`config.mk`:
```
export PLATFORM = sky130hd
export DESIGN_NAME = svf_seq
export DESIGN_NICKNAME = d
export VERILOG_FILES = /design/src/rtl/svf_seq.sv
export SDC_FILE = /design/constraint.sdc
export NUM_CORES = 1
export LEC_CHECK = 0
export ABC_AREA = 1
export CORE_ASPECT_RATIO = 0.9
export CORE_MARGIN = 10
export CORE_UTILIZATION = 24
export CTS_CLUSTER_DIAMETER = 80
export DETAILED_ROUTE_END_ITERATION = 10
export PLACE_DENSITY_LB_ADDON = 0.25
export SYNTH_ARGS = -nofsm -noshare
export SYNTH_HDL_FRONTEND = slang
export SYNTH_SLANG_ARGS = --single-unit
```
`constraint.sdc`:
```
create_clock -name clk -period 7.9 [get_ports clk]
set_clock_uncertainty 0.15 [all_clocks]
set_input_delay 1.58 -clock clk [delete_from_list [all_inputs] [get_ports clk]]
set_output_delay 1.58 -clock clk [all_outputs]
set_load 0.005 [all_outputs]
```
`src/rtl/svf_seq.sv`:
```
// svf_seq: time-multiplexed state-variable filter. One sample is processed
// per accepted request through a single shared 18 x SW signed multiplier,
// sequenced by a five-state FSM (IDLE, MUL_Q, MUL_FH, MUL_FB, OUT).
module svf_seq #(
  parameter int DATA_W = 12,
  parameter int GUARD  = 4
) (
  input  logic              clk,
  input  logic              rst_n,
  input  logic              sample_valid,
  input  logic [DATA_W-1:0] sample_in,
  input  logic [17:0]       f_coef,
  input  logic [17:0]       q1_coef,
  input  logic [1:0]        mode,
  output logic [DATA_W-1:0] sample_out,
  output logic              out_valid,
  output logic              busy,
  output logic              dropped
);

  localparam int SW = DATA_W + GUARD;  // internal state width
  localparam int CW = 18;              // coefficient width (Q2.16)
  localparam int PW = CW + SW;         // full-precision product width
  localparam int AW = SW + 4;          // accumulation width before saturation

  typedef enum logic [2:0] {
    S_IDLE,
    S_MUL_Q,
    S_MUL_FH,
    S_MUL_FB,
    S_OUT
  } state_t;

  state_t state_q, state_d;

  logic signed [SW-1:0]     x_q, x_d;
  logic signed [CW-1:0]     f_q, f_d;
  logic signed [CW-1:0]     q1_q, q1_d;
  logic [1:0]               mode_q, mode_d;
  logic signed [SW-1:0]     low_q, low_d;
  logic signed [SW-1:0]     band_q, band_d;
  logic signed [SW-1:0]     high_q, high_d;
  logic signed [DATA_W-1:0] sample_out_q, sample_out_d;
  logic                     out_valid_q, out_valid_d;
  logic                     dropped_q, dropped_d;

  logic signed [CW-1:0] mul_a;
  logic signed [SW-1:0] mul_b;
  logic signed [PW-1:0] prod;
  logic signed [AW-1:0] term;
  logic signed [SW-1:0] notch;
  logic signed [SW-1:0] sel;

  function automatic logic signed [AW-1:0] ext(input logic signed [SW-1:0] v);
    return {{(AW-SW){v[SW-1]}}, v};
  endfunction

  function automatic logic signed [SW-1:0] sat_sw(input logic signed [AW-1:0] v);
    if (v[AW-1:SW-1] == '0 || v[AW-1:SW-1] == '1) return v[SW-1:0];
    else if (v[AW-1])                              return {1'b1, {(SW-1){1'b0}}};
    else                                           return {1'b0, {(SW-1){1'b1}}};
  endfunction

  function automatic logic signed [DATA_W-1:0] sat_dw(input logic signed [SW-1:0] v);
    if (v[SW-1:DATA_W-1] == '0 || v[SW-1:DATA_W-1] == '1) return v[DATA_W-1:0];
    else if (v[SW-1])                                     return {1'b1, {(DATA_W-1){1'b0}}};
    else                                                  return {1'b0, {(DATA_W-1){1'b1}}};
  endfunction

  // Operand mux feeding the single shared multiplier.
  always_comb begin
    mul_a = f_q;
    mul_b = high_q;
    unique case (state_q)
      S_MUL_Q:  begin mul_a = q1_q; mul_b = band_q; end
      S_MUL_FH: begin mul_a = f_q;  mul_b = high_q; end
      S_MUL_FB: begin mul_a = f_q;  mul_b = band_q; end
      default:  begin mul_a = f_q;  mul_b = high_q; end
    endcase
  end

  // Shared multiplier, scaled back from Q2.16 with floor truncation.
  always_comb begin
    prod = mul_a * mul_b;
    term = AW'(prod >>> 16);
  end

  // Output selection for the OUT state.
  always_comb begin
    notch = sat_sw(ext(high_q) + ext(low_q));
    unique case (mode_q)
      2'b00:   sel = low_q;
      2'b01:   sel = band_q;
      2'b10:   sel = high_q;
      default: sel = notch;
    endcase
  end

  // Next-state and datapath update logic.
  always_comb begin
    state_d      = state_q;
    x_d          = x_q;
    f_d          = f_q;
    q1_d         = q1_q;
    mode_d       = mode_q;
    low_d        = low_q;
    band_d       = band_q;
    high_d       = high_q;
    sample_out_d = sample_out_q;
    out_valid_d  = 1'b0;
    dropped_d    = sample_valid && (state_q != S_IDLE);
    unique case (state_q)
      S_IDLE: begin
        if (sample_valid) begin
          x_d     = {{GUARD{sample_in[DATA_W-1]}}, sample_in};
          f_d     = f_coef;
          q1_d    = q1_coef;
          mode_d  = mode;
          state_d = S_MUL_Q;
        end
      end
      S_MUL_Q: begin
        high_d  = sat_sw(ext(x_q) - ext(low_q) - term);
        state_d = S_MUL_FH;
      end
      S_MUL_FH: begin
        band_d  = sat_sw(ext(band_q) + term);
        state_d = S_MUL_FB;
      end
      S_MUL_FB: begin
        low_d   = sat_sw(ext(low_q) + term);
        state_d = S_OUT;
      end
      S_OUT: begin
        sample_out_d = sat_dw(sel);
        out_valid_d  = 1'b1;
        state_d      = S_IDLE;
      end
      default: state_d = S_IDLE;
    endcase
  end

  // State and datapath registers with asynchronous active-low reset.
  always_ff @(posedge clk or negedge rst_n) begin
    if (!rst_n) begin
      state_q      <= S_IDLE;
      x_q          <= '0;
      f_q          <= '0;
      q1_q         <= '0;
      mode_q       <= '0;
      low_q        <= '0;
      band_q       <= '0;
      high_q       <= '0;
      sample_out_q <= '0;
      out_valid_q  <= 1'b0;
      dropped_q    <= 1'b0;
    end else begin
      state_q      <= state_d;
      x_q          <= x_d;
      f_q          <= f_d;
      q1_q         <= q1_d;
      mode_q       <= mode_d;
      low_q        <= low_d;
      band_q       <= band_d;
      high_q       <= high_d;
      sample_out_q <= sample_out_d;
      out_valid_q  <= out_valid_d;
      dropped_q    <= dropped_d;
    end
  end

  assign sample_out = sample_out_q;
  assign out_valid  = out_valid_q;
  assign dropped    = dropped_q;
  assign busy       = (state_q != S_IDLE);

endmodule

```
Word level (Yosys, flattened, before mapping)
Cells that the tools add are included.
- flip-flop bits (word level): 115
- input port bits: 53
- logic and storage cells: 61
- $add $sub $neg: 5
- $mul: 1
- equality and inequality tests: 12
- multiplexer cells: 16
- reduce and logical (&&, ||, !) cells: 16
- operators by type and width (cell ; count):
    16-bit 2-to-1 mux ; 9
    16-bit one-hot mux with 3 select lines ; 1
    16-bit by 18-bit adder with 19-bit output ; 2
    18-bit by 16-bit multiplier with 34-bit output ; 1
    5-bit == test, second input constant ; 5
    5-bit zero test ; 5
    12-bit 2-to-1 mux ; 2
    17-bit by 18-bit subtractor with 19-bit output ; 1
    18-bit 2-to-1 mux ; 1
    16-bit by 16-bit adder with 17-bit output ; 1
    12-bit by 16-bit subtractor with 17-bit output ; 1
    3-bit one-hot mux with 4 select lines ; 1
    3-bit by 2-bit == test with 1-bit output, second input constant ; 2
    1-bit logical OR ; 5
    3-bit by 1-bit == test with 1-bit output, second input constant ; 1
    3-bit == test, second input constant ; 1
    3-bit zero test ; 1
    3-bit 2-to-1 mux ; 1
    3-bit nonzero test ; 1
    2-bit by 1-bit == test with 1-bit output, second input constant ; 1
    2-bit == test, second input constant ; 1
    2-bit zero test ; 1
    2-bit inequality test, second input constant ; 1
    2-bit AND reduction ; 1
    3 further kinds ; 3

Logic depth before layout (Yosys ltp)
Gate-level depths: netlist of run 1.
- depth after elaboration: 8
- mapped depth: 48

Least setup slack after synthesis of run 1
Ideal clock, no wire load.
- kind: register -> register
- start point: reg state_q[0]
- end point: reg high_q[10]
- arrival time: 8337 ps
- path slack: -713 ps
- stages on the path, launching flop included: 40
- buffers on the path: 4
- period minus slack after synthesis: 8613 ps
- cells stage by stage: dfrtp_1 -> nand2_2 -> clkbuf_1 -> clkbuf_1 -> nand2_1 -> o21ai_1 -> clkbuf_1 -> nand2_1 -> fa_1 -> inv_1 -> fa_1 -> inv_1 -> fa_1 -> inv_1 -> fa_1 -> fa_1 -> inv_1 -> fa_1 -> (+4 left out) -> nand2_1 -> xor2_1 -> fa_1 -> ha_1 -> nor2_1 -> inv_1 -> fa_1 -> a21oi_2 -> o21bai_2 -> nand2_1 -> nand2_1 -> nand2_1 -> nand2_1 -> nor2_1 -> a21boi_1 -> nor2_2 -> buf_2 -> a21boi_1
- cells in the longest elaborated chain, start to end: 8
- elaborated cells on any way between the ends: 12
- classes of those cells: 1 x add/sub; 1 x mul; 3 x eq/ne; 4 x mux; 3 x reduce/logical
- ends and longest elaborated chain (item ; line ; source):
    start, declared ; 34 ; state_t state_q, state_d;
    start signal, assigned ; 158 ; state_q <= state_d;
    3-bit by 2-bit == test with 1-bit output / 3-bit by 1-bit == test with 1-bit output (equally long branches) ; 74, 112 ;
    2-bit OR reduction (no line) ; - ;
    16-bit 2-to-1 mux ; 74 ; unique case (state_q)
    18-bit by 16-bit multiplier with 34-bit output ; 84 ; prod = mul_a * mul_b;
    17-bit by 18-bit subtractor with 19-bit output ; 123 ; high_d = sat_sw(ext(x_q) - ext(low_q) - term);
    5-bit == test / 5-bit zero test (equally long branches) ; 59 ; if (v[AW-1:SW-1] == '0 || v[AW-1:SW-1] == '1) return v[SW-1:0];
    1-bit logical OR ; 59 ;
    16-bit 2-to-1 mux ; 59 ;
    end signal, assigned ; 165 ; high_q <= high_d;
    end, declared ; 42 ; logic signed [SW-1:0] high_q, high_d;
Parallel ways exist; a longest one is shown, timed or not.
A chain may end at the register's enable or synchronous reset.

Worst setup path in the final report of run 1
- start point: reg state_q[2]
- end point: reg high_q[12]
Same word-level chain as after synthesis.

==> metrics.yaml, run 1 <==
timing:
  fin_ws_ns: -0.8472
  post-route-min-period_ns: 8.747
  final_hold_viol_count: 0
  drv_slew: 0
  final-setup-viol-count: 48
  worst_pin_slew_ns: 1.016
  relSlewSlack: 0.3188
  fmax_mhz: 114.3
  whs_ns: 0.3410
  period_share: 1.107
  grt_setup_unrepaired: "true"
yosys:
  synth_top_area_share: 0.3003
  syn_inst: 2672
  ys.flop_type: "dfrtp_1"
  ys_seq_elements: 115
  synth_edf_count: 0
  synth.cell_area_sq_mm: 0.02067
  syn_nets: 3208
  netlist_top_cells_area: "fa_1 30%, dfrtp_1 14%, nand2_1 11%, ha_1 10%, inv_1 10%"
  seq_area_frac_synth: 0.1392
  avgSynthCellArea_sq_um: 7.735
  netlist_top_cells_count: "616 x nand2_1, 561 x inv_1, 310 x fa_1, 267 x nor2_1, 173 x ha_1"
  synth_warnings: 0
  yosys.area.top_type: "fa_1"
  async_flop_share: 1.000
  synth_most_common_cell: "nand2_1"
  synth_cell_types: 55
route:
  vias_per_cell: 4.298
  vias: 18850
  drcViolationCount: 0
  routedWlPerCell_um: 17.03
  postRouteAntennaNets: 0
  drt_pass1_iterations: 5
  wl_mm: 74.69
  drt_iter0_drc: 1216
worst_setup_path:
  critPathCaptureType: "register"
  cp_slowest_cell: "fa_1"
  cp.required_ns: 8.11
  cp-start-kind: "register"
  critPathMaxFanout: 15
  crit_type: "register to register"
  max_stage_delay_ns: 0.53
  cp_common_cell: "fa_1"
  crit_arrival_ns: 8.96
clock_tree:
  cts_tree: "built"
  cts_sinks: 115
  cts_buffer_depth: 2
  cts_buffers: 17
  clock_latency_ns: 0.45
  htree_num_levels: 4
  root_buffer: "clkbuf_16"
  holdBufCountCts: 0
  path_clk_slew_ns: 0.06
global_route:
  overflow: 0
  grt_pass1_vias: 19840
  grt_pass1_wl_mm: 117.4
  gr-usage-all-layers: 0.1534
  grt_antenna_before_repair: 0
  grt_max_degree: 62
floorplan:
  rows: 102
  coreArea_sq_mm: 0.08576
  dieArea_sq_mm: 0.09827
  ios: 68
  die_x_um: 329.3
  fp.dieH_um: 298.4
  initial_core_util: 0.2410
placed_design:
  placedInstanceArea_sq_mm: 0.02699
  numPortBuffers: 67
  gp_congestion: 0.9040
  place_hpwl_mm: 63.57
finish:
  syn_to_final_growth_pct: 42.26
  fin_area_sq_mm: 0.02940
  fill_cells: 9118
  drive_above_1_share: 0.2891
  final-seq-area_sq_mm: 0.002879
  multiInputGateArea_sq_mm: 0.01706
  fin_nets: 3764
status:
  failed_checks: "negative setup slack"
  status: "complete, but fails checks"
run:
  drv_cap: 0
hold_path:
  hp-class: "register to register"
[per-layer routing]
metal | wire length, um | GRT usage | vias up
li1 | - | - | 9237
met1 | 35160 | 0.2157 | 9159
met2 | 34200 | 0.2429 | 383
met3 | 3947 | 0.02747 | 72
met4 | 1387 | 0.03282 | 0
met5 | 0 | 0 | -
[logic make-up after synthesis]
| kind of cell | count (synthesis) | share of synthesized area |
|---|---|---|
| and+or+nand+nor | 989 | 0.1903 |
| buffers and inverters | 630 | 0.1169 |
| adders and majority gates | 483 | 0.4050 |
| xor gates and xnor gates | 81 | 0.03433 |
| muxes | 21 | 0.01144 |
| DFF | 115 | 0.1392 |
| AOI/OAI and AO/OA | 353 | 0.1027 |
[critical path, delay by kind of cell, from the launching register on]
family / cells / cell delay, ns
AO/OA/AOI/OAI: 8 / 1.21
XOR/XNOR: 2 / 0.41
adder cells (fa/ha/maj): 9 / 4.01
buffers and inverters: 14 / 1.41
flip-flops: 1 / 0.40
AND/OR/NAND/NOR: 11 / 1.04
[cells in the final DEF, fill, tap and decap left out, drive strengths merged, types with 9 or more instances in the layout]
master	instances
nand2	626
inv	563
buf	522
fa	310
nor2	272
ha	173
a21oi	173
dfrtp	115
o21ai	99
clkdlybuf4s50	66
nand3	60
xor2	50
xnor2	31
mux2	21
clkbuf	20
a21boi	18
a21o	13
clkinv	13
nor3	13
clkinvlp	10
nand4	10
o21bai	9
[through the flow]
stage,util,std cells,TNS (ns),worst slack (ns)
final,0.3428,4386,-29.25,-0.8472
after global routing,0.3428,4385,-48.82,-1.245
after CTS,0.3335,4360,-31.96,-0.8375
after detailed placement,0.3147,4296,-45.77,-1.231
after global placement,0.3147,4296,-48.35,-1.279
after floorplan,-,2672,-0.04094,-0.01365
[layout make-up]
class                           instances  share of cell area
Antenna cell                            1          0.00008511
Clock buffer                           18             0.01460
Clock inverter                         14            0.006894
Inverter                              576             0.07626
Multi-Input combinational cell       1928              0.5803
Sequential cell                       115             0.09792
Tap cell                             1144             0.04868
Timing Repair Buffer                  590              0.1753
[registers in the layout, summed over array words and instances, names as in the netlist]
name / flops
out_valid: 1
q1_q: 18
band_q: 16
low_q: 16
x_q: 12
dropped: 1
f_q: 18
sample_out: 12
mode_q: 2
state_q: 3
high_q: 16
[path summary, 6_finish.rpt]
| kind | slack, ns | end | startpoint | depth (start not counted) |
|---|---|---|---|---|
| max in group asynchronous | 5.35 | state_q[0] | rst_n | 2 |
| hold reg to reg | 0.34 | sample_out[11] | sample_out[11] | 2 |
| setup reg to reg | -0.85 | high_q[12] | state_q[2] | 44 |
| hold / removal | 0.34 | sample_out[11] | sample_out[11] | 2 |
| min in group asynchronous | 0.99 | low_q[15] | rst_n | 1 |
| setup / recovery | -0.85 | high_q[12] | state_q[2] | 44 |
[what timing repair did]
item                       4_1_cts  5_1_grt
resized for setup              167      140
setup endpoints to repair       48       48
gates cloned                     3        3
pin swaps                       53       30
setup buffers                   29       24
Power of run 1 is not shown: default switching activity piles up to over one toggle a cycle in this logic, so the estimate is an artifact.
==> run 2: changes to the inputs <==
==> constraint.sdc (replaced) <==
create_clock -name clk -period 7.9 [get_ports clk]
set_clock_uncertainty 0.15 [all_clocks]
set_input_delay 1.58 -clock clk [delete_from_list [all_inputs] [get_ports clk]]
set_output_delay 1.58 -clock clk [all_outputs]
set_load 0.01 [all_outputs]
==> results of run 2 <==
Same layout as run 1: the final DEF is identical, and so are final timing and power.
Power of run 2 is left out for the same reason.
